==> config.mk <==
export PLATFORM = sky130hd
export DESIGN_NAME = alu_modport
export DESIGN_NICKNAME = d
export VERILOG_FILES = /design/src/rtl/alu_modport.sv
export SDC_FILE = /design/constraint.sdc
export NUM_CORES = 1
export LEC_CHECK = 0
export CORE_MARGIN = 5
export CORE_UTILIZATION = 55
export DETAILED_ROUTE_END_ITERATION = 12
export PLACE_DENSITY = 0.74
export SETUP_SLACK_MARGIN = 0.5
export SYNTH_ARGS = -nofsm -noshare
export SYNTH_HDL_FRONTEND = slang
export SYNTH_SLANG_ARGS = --single-unit
==> constraint.sdc <==
create_clock -name clock -period 0.8 [get_ports clock]
set_input_delay 0.16 -clock clock [delete_from_list [all_inputs] [get_ports clock]]
set_output_delay 0.16 -clock clock [all_outputs]
set_load 0.1 [all_outputs]
==> src/rtl/alu_modport.sv <==
// alu_modport: registered 8-bit ALU, 16 opcodes, one-cycle latency
// Ports:
//   clock      rising-edge clock
//   reset      asynchronous active-low reset, clears result and carry_out
//   a, b       8-bit unsigned operands
//   selection  4-bit opcode
//   result     registered 8-bit result
//   carry_out  registered carry / borrow / flag bit
module alu_modport (
  input  logic       clock,
  input  logic       reset,
  input  logic [7:0] a,
  input  logic [7:0] b,
  input  logic [3:0] selection,
  output logic [7:0] result,
  output logic       carry_out
);
  logic [8:0]  sum;
  logic [8:0]  diff;
  logic [15:0] prod;
  logic [7:0]  quot;
  logic [7:0]  r_next;
  logic        c_next;
  assign sum  = {1'b0, a} + {1'b0, b};
  // bit 8 of the 9-bit difference is the borrow (a < b)
  assign diff = {1'b0, a} - {1'b0, b};
  assign prod = a * b;
  // divide-by-zero yields all ones; the flag is raised separately below
  assign quot = (b == 8'd0) ? 8'hFF : a / b;
  always_comb begin
    r_next = 8'h00;
    c_next = 1'b0;
    case (selection)
      4'h0: {c_next, r_next} = sum;
      4'h1: {c_next, r_next} = diff;
      4'h2: begin
        r_next = prod[7:0];
        c_next = |prod[15:8];
      end
      4'h3: begin
        r_next = quot;
        c_next = (b == 8'd0);
      end
      4'h4: {c_next, r_next} = {a, 1'b0};
      4'h5: {r_next, c_next} = {1'b0, a};
      4'h6: begin
        r_next = {a[6:0], a[7]};
        c_next = a[7];
      end
      4'h7: begin
        r_next = {a[0], a[7:1]};
        c_next = a[0];
      end
      4'h8: r_next = a & b;
      4'h9: r_next = a | b;
      4'hA: r_next = a ^ b;
      4'hB: r_next = ~(a | b);
      4'hC: r_next = ~(a & b);
      4'hD: r_next = ~(a ^ b);
      4'hE: r_next = {7'd0, a > b};
      4'hF: r_next = {7'd0, a == b};
      default: r_next = 8'h00;
    endcase
  end
  always_ff @(posedge clock or negedge reset) begin
    if (!reset) begin
      result    <= 8'h00;
      carry_out <= 1'b0;
    end else begin
      result    <= r_next;
      carry_out <= c_next;
    end
  end
endmodule

==> impl_results.md, run 1 <==
- Die Height: around 110 um
- Error msg: [ERROR GRT-0232] Routing congestion too high. Check the congestion heatmap in the GUI.
- Core Rows: 36
- Yosys reg bits: 9
- Initial Util: between 50% and 60%
- CTS Buffer Depth: 2
- All-Layer GR Usage: between 70 and 80%
- Worst EP post-GRT repair: result[0]$_DFF_PN0_/D
- Seq/Total Area, Yosys: between 4 and 5%
- Synth Warn #: 0
- Most used flip-flop cell after synthesis: dfrtp_1
- H-tree lvl count: 1
- Cts bufs inserted: 3
- Post-synth EDFFs: 0
- Status: stopped before the end
- Area share of the largest cell type after synthesis: 22.7%
- Top cells by area, synth: ha_1 (23%), fa_1 (14%), nor2_1 (5.6%), inv_1 (5.1%), nand2_1 (4.3%)
- Remaining Overflow, GRT: 61
- Leading area contributor after synthesis: ha_1
- Worst_ep kind: register data pin
- Root Buffer: clkbuf_8
- Port bufs: 30
- Mapped Nets: between 800 and 900
- Clock Sink Count: 9
- Largest net degree at the start of global routing: 15
- Netlist Area Pre-Place: about 0.0054 sq mm
- Placer Congestion: between 0.9 and 1
- Synth cell count leaders: ha_1 (99), nor2_1 (81), inv_1 (74)
- Fail Step: 5_1_grt
- Io pins: 31
- Die X: roughly 110 um
- Syn avg cell area: around 7.6 sq um
- Synth async-reset ratio: 100%
- Number of library cell types mapped by synthesis: 65
- Most numerous cell in the Yosys netlist: ha_1
- Dpl hpwl: between 15000 and 20000 um
- Gate Count Post-Synth: 713
kinds of logic after synthesis:
| family | count (synthesis) | synth area share, % |
|---|---|---|
| multiplexers | 29 | 5.88 |
| adder cells (fa/ha/maj) | 137 | 36.7 |
| AO/OA/AOI/OAI | 181 | 22.1 |
| buffers and inverters | 105 | 7.51 |
| AND/OR/NAND/NOR | 219 | 18.3 |
| XOR/XNOR | 33 | 5.31 |
| flip-flops | 9 | 4.13 |
metal layers:
layer  GRT overflow  global-route usage (%)
met1              1                    72.7
met2             33                    89.9
met3              1                    59.7
met4             26                    75.7
met5              0                    23.7
repair_timing:
action,in CTS
endpoints found under the setup margin,27
gates cloned,0
pin swaps,52
hold endpoints to repair,9
resized for setup,130
setup buffers,26
through the flow:
stage	cell area (sq um)	TNS [ns]	cells	setup slack, ns
4_1_cts	8540	-47.10	1114	-8.39
3_5_place_dp	7990	-51.12	1084	-9.22
3_3_place_gp	7990	-47.59	1084	-8.53
2_1_floorplan	5780	-41.43	713	-8.26
==> inputs of run 2 (changes only) <==
CORE_UTILIZATION = 40   (was 55)
PLACE_DENSITY = default   (was 0.74)
PLACE_DENSITY_LB_ADDON = 0.15   (was default)
SETUP_SLACK_MARGIN = default   (was 0.5)
==> impl_results.md, run 2 <==
- Status: finished, violations left
- Failing checks: setup timing
- Largest net degree at the start of global routing: 20
- CP arrival: around 9 ns
- Initial antenna violation count: 0
- Area Overhead vs Synth: 62.0%
- Max-cap violation count: 0
- FILL cells: 1128
- Via density: around 5.6
- Total Neg Setup Slack: -47.29 ns
- Port bufs: 30 (unchanged)
- TritonRoute pass-1 iters: 5
- Net Switching: ~6.3 mW
- Switching part of the total: a little under half
- Most frequent cells in the layout: buf_4 (234), ha_1 (79), nor2_1 (70)
- Yosys reg bits: 9 (unchanged)
- CTS Buffer Depth: 2 (unchanged)
- Power share of the sequential group: under 10%
- DP Worst Slack: -8.99 ns (+0.229 ns)
- Leading area contributor after synthesis: ha_1
- H-tree lvl count: 1 (unchanged)
- Io pins: 31 (unchanged)
- Netlist Area Pre-Place: 0.00545 sq mm (unchanged)
- Mapped Nets: 872 (unchanged)
- Wirelength per Cell: 18.7 um
- Clock power share: 6.8%
- Reg with most FFs: result
- Area share of the largest cell type after synthesis: 22.7% (unchanged)
- Clock Sink Count: 9 (unchanged)
- Critical path type: in2reg
- Initial Util: 41.0% (-15 points)
- Die X: 127 um (+16%)
- # DRC: 0
- Core Rows: 42 (+17%)
- Syn avg cell area: 7.64 sq um (unchanged)
- Min-delay worst type: in2async
- Final instance area: 0.00882 sq mm
- Combinational share of power: between 80% and 90%
- PwrDens: about 1500 mW/mm^2
- Synth Warn #: 0 (unchanged)
- Total power: roughly 13 mW
- Die Height: 127 um (+16%)
- Storage cell area: 259 sq um
- Post-synth EDFFs: 0 (unchanged)
- TritonCTS clock tree: yes
- Max VDD drop: ~1300 uV
- RSZ-0062 raised after global routing: true
- Most used flip-flop cell after synthesis: dfrtp_1
- Slew Viols, Final: 0
- Area of the core: 0.0133 sq mm
- Final setup violation count: 18
- Global-route wire length before repair: roughly 34000 um
- Critical Path RT: 0.90 ns
- DRT iter0 DRCs: 512
- Leak pwr: between 4 and 5 nW
- Largest stage delay on the critical path: 0.39 ns
- Headroom to the max-slew limit: 57.3%
- Crit path time final: ~9.1 ns
- Non-Filler Instances: 1157
- Synth cell count leaders: ha_1 (99), nor2_1 (81), inv_1 (74)
- Worst Slack Setup Final: -8.26 ns
- Cts bufs inserted: 3 (unchanged)
- Critical Path Source: b[7]
- Crit-path slowest cell: or3_4
- Final wirelength: between 20000 and 25000 um
- CTS clk-pin slew, worst paths: 0.04 ns
- All-Layer GR Usage: 26.2%
- Fin. Hold Viols: 0
- Root Buffer: clkbuf_16
- Gate Count Post-Synth: 713 (unchanged)
- Area of the multi-input gates: roughly 0.0054 sq mm
- Via Count: about 6500
- Cell-internal power: 7.16 mW
- Largest registers: result (8), carry_out (1)
- Max reg flops: 8
- Placed cell areas: 0.00800 sq mm (+0.14%)
- Die ar.: approximately 0.016 sq mm
- Seq/Total Area, Yosys: 4.13% (unchanged)
- Fin nets: 1141
- Worst-margin pin slew: roughly 0.63 ns
- Most numerous cell in the Yosys netlist: ha_1
- Fraction of layout instances using a drive strength above 1: 40.5%
- Top cells by area, synth: ha_1 (23%), fa_1 (14%), nor2_1 (5.6%), inv_1 (5.1%), nand2_1 (4.3%)
- Placed Cells: 1118 (+3.1%)
- Hold_ws: about 0.25 ns
- Antenna Cells: 0
- Max frequency: approximately 110 MHz
- Most common cell after layout, fill and taps aside: buf_4
- Placer Congestion: 0.981 (+2.2%)
- CP Buf/Inv Count: 3
- Remaining Overflow, GRT: 0
- Antenna-violating nets left: 0
- Critical Path Fanout Max: 7
- Vias in the first global route: approximately 6600
- CP endpoint kind: flop
- Synth async-reset ratio: 100% (unchanged)
- Layout Utilization: 66.4%
- Kind of cell adding the most delay to the critical path: compound AO/OA/AOI/OAI gates
- CP Launch Type: primary input
- Dpl hpwl: 17200 um (-7.3%)
- Fin crit share: 1130%
- Number of library cell types mapped by synthesis: 65 (unchanged)
run 2: logic make-up after synthesis:
group                      count (synthesis)  synth area share (%)
xor gates and xnor gates                  33                  5.31
and+or+nand+nor                          219                  18.3
muxes                                     29                  5.88
AOI/OAI and AO/OA                        181                  22.1
adders and majority gates                137                  36.7
DFF                                        9                  4.13
buffers and inverters                    105                  7.51
run 2: final cells by class:
class                      count  share of cell area [%]
sequential                     9                    2.94
tap                          176                    2.50
clock buffer                   4                   0.893
timing repair buffer         291                    28.6
inverter                      78                    3.52
multi-input combinational    599                    61.5
run 2: timing repair:
| item | CTS | global route |
|---|---|---|
| buffers inserted | 25 | 11 |
| gates resized for setup | 93 | 48 |
| hold buffers | 0 | 0 |
| pin swaps | 39 | 51 |
| endpoints found under the setup margin | 18 | 18 |
run 2: worst paths after layout:
kind	end	cells after the start
worst max-delay path	result[0]$_DFF_PN0_	48
worst min-delay path	carry_out$_DFF_PN0_	2
max in group asynchronous	result[5]$_DFF_PN0_	2
min in group clock	carry_out$_DFF_PN0_	6
run 2: layer usage:
| metal | share of wire [%] | vias up | GRT usage (%) | routed length (um) |
|---|---|---|---|---|
| li1 | - | 3047 | - | - |
| met1 | 42 | 3118 | 33.6 | 9000 |
| met2 | 48 | 249 | 44.2 | 10400 |
| met3 | 6.1 | 62 | 3.15 | 1310 |
| met4 | 4.3 | 0 | 11.2 | 938 |
| met5 | 0 | - | 0 | 0 |
run 2: power by group through the flow:
stage               combinational, mW  clock (mW)  sequential (mW)
floorplan                        5.92           0             1.14
global route                     13.0       0.942            0.644
CTS                              11.0       0.921            0.641
finish                           11.9       0.922            0.639
detailed placement               10.4           0            0.648
global placement                 10.1           0            0.645
No activity file was read; power rests on OpenSTA's default activity.
==> inputs of run 3 (changes only) <==
CORE_ASPECT_RATIO = 2   (was default)
==> impl_results.md, run 3 (synthesis gave the netlist of run 2 again) <==
- Status: finished, violations left
- Failing checks: setup timing
- Leak pwr: 4.32 nW (+4.2%)
- Max frequency: 110 MHz (-0.67%)
- Critical Path RT: 0.89 ns (about the same)
- Initial antenna violation count: 0 (unchanged)
- Crit path time final: 9.12 ns (+0.0614 ns)
- Placed Cells: 1122 (+0.36%)
- DP Worst Slack: -9.03 ns (-0.0366 ns)
- Via Count: 6770 (+4.5%)
- CP Launch Type: primary input
- Max VDD drop: 2750 uV (+110%)
- Net Switching: 7.09 mW (+12%)
- CP arrival: 9.21 ns (+0.04 ns)
- CP endpoint kind: flop
- Largest registers: result (8), carry_out (1)
- Max reg flops: 8 (unchanged)
- Non-Filler Instances: 1167 (+0.86%)
- Most frequent cells in the layout: buf_4 (258), ha_1 (80), nor2_1 (70)
- CTS clk-pin slew, worst paths: 0.04 ns (about the same)
- M1 WL: 7620 um (-15%)
- Power share of the sequential group: 4.2% (-0.5 points)
- Placed cell areas: 0.00813 sq mm (+1.7%)
- Clock Sink Count: 9 (unchanged)
- PwrDens: 1660 mW/mm^2 (+8.6%)
- TritonCTS clock tree: yes
- Fraction of layout instances using a drive strength above 1: 43.8% (+3.3 points)
- Total power: 15.1 mW (+12%)
- Cts bufs inserted: 3 (unchanged)
- Via density: 5.80 (+3.6%)
- CTS Buffer Depth: 2 (unchanged)
- Met2 Wirelength: 13700 um (+32%)
- All-Layer GR Usage: 29.5% (+3.3 points)
- Switching part of the total: 46.8% (-0.054 points)
- Area Overhead vs Synth: 67.5%
- Largest net degree at the start of global routing: 18 (-10%)
- Die ar.: 0.0162 sq mm (+0.88%)
- Fin. Hold Viols: 0 (unchanged)
- Highest metal used: met4
- Wirelength per Cell: 21.1 um (+13%)
- Critical path type: in2reg
- Antenna Cells: 0 (unchanged)
- Most used cell, CP: buf_4
- Fin nets: 1172 (+2.7%)
- H-tree lvl count: 1 (unchanged)
- Largest stage delay on the critical path: 0.43 ns (+0.04 ns)
- Io pins: 31 (unchanged)
- Headroom to the max-slew limit: 60.1% (+2.8 points)
- Min-delay worst type: in2async
- Crit-path slowest cell: or3b_4
- Slew Viols, Final: 0 (unchanged)
- Initial Util: 40.5% (-0.43 points)
- Dpl hpwl: 19900 um (+16%)
- # DRC: 0 (unchanged)
- Root Buffer: clkbuf_16
- Clock power share: 5.9% (-0.9 points)
- RSZ-0062 raised after global routing: true
- Placer Congestion: 1.00 (+2.1%)
- Final setup violation count: 18 (unchanged)
- Final wirelength: 24600 um (+14%)
- Remaining Overflow, GRT: 0 (unchanged)
- Critical Path Fanout Max: 6 (-1)
- Cell-internal power: 8.05 mW (+12%)
- TritonRoute pass-1 iters: 7 (+2)
- Core Rows: 60 (+43%)
- Combinational share of power: 89.8% (+1.4 points)
- Vias in the first global route: 7291 (+11%)
- Worst-margin pin slew: 0.583 ns (-0.0486 ns)
- Port bufs: 30 (unchanged)
- Global-route wire length before repair: 37000 um (+9.1%)
- Antenna-violating nets left: 0 (unchanged)
- Met3 wirelength from detailed routing: 891 um (-32%)
- Reg with most FFs: result
- Most common cell after layout, fill and taps aside: buf_4
- Max-cap violation count: 0 (unchanged)
- Fin crit share: 1140% (+7.7 points)
- DRT iter0 DRCs: 402 (-21%)
- Die Height: 175 um (+38%)
- Die X: 92.5 um (-27%)
- Area of the core: 0.0134 sq mm (+1.1%)
- Worst Slack Setup Final: -8.32 ns (-0.0614 ns)
- Final instance area: 0.00913 sq mm (+3.4%)
- Total Neg Setup Slack: -48.28 ns (-0.994 ns)
run 3: routing by layer:
metal	global-route usage, %	vias to the layer above
met3	2.20	163
met1	26.2	3220
li1	-	3112
met2	58.5	275
met5	0	-
met4	23.1	0
run 3: layout make-up:
cell class              count  area [sq um]
clock buffers               3          75.1
repair buffers            322          2750
flip-flops and latches      9           259
well taps                 155           194
clock inverters             1          5.00
inverters                  78           315
fillers                  1108          4310
multi-input cells         599          5530
run 3: worst max-delay path, delay by kind of cell:
kind	cells	cell delay (ns)
adder cells (fa/ha/maj)	7	1.92
buffers and inverters	7	0.80
multiplexers	4	1.27
AO/OA/AOI/OAI	21	3.42
AND/OR/NAND/NOR	7	1.63
run 3: worst max path at each step:
stage | from | endpoint | slack, ns | cells past startpoint
final | b[6] | result[0]$_DFF_PN0_ | -8.32 | 46
after CTS | b[7] | result[0]$_DFF_PN0_ | -8.20 | 47
after floorplan | b[6] | result[0]$_DFF_PN0_ | -8.26 | 42
after global placement | b[6] | result[0]$_DFF_PN0_ | -8.71 | 48
after global routing | b[6] | result[0]$_DFF_PN0_ | -8.69 | 50
after detailed placement | b[6] | result[0]$_DFF_PN0_ | -9.03 | 47
run 3: power by group through the flow:
stage | combinational [mW] | sequential [mW] | clock, mW
3_5_place_dp | 11.2 | 0.652 | 0
3_3_place_gp | 10.9 | 0.650 | 0
4_1_cts | 12.4 | 0.645 | 0.915
2_1_floorplan | 5.92 | 1.14 | 0
6_report | 13.6 | 0.641 | 0.899
5_1_grt | 14.7 | 0.647 | 0.935
run 3: per-stage QoR:
stage	util (%)	hold slack (ns)
2_1_floorplan	-	-0.136
3_3_place_gp	60.5	0.492
3_5_place_dp	60.5	0.492
4_1_cts	63.8	0.241
5_1_grt	67.9	0.247
6_report	67.9	0.241
run 3: what timing repair did:
| action | CTS | global route |
|---|---|---|
| endpoints found under the setup margin | 18 | 18 |
| resized for setup | 95 | 83 |
| buffers inserted | 15 | 28 |
| pin swaps | 43 | 62 |
| gates cloned | 0 | 0 |
| hold buffers | 0 | 0 |
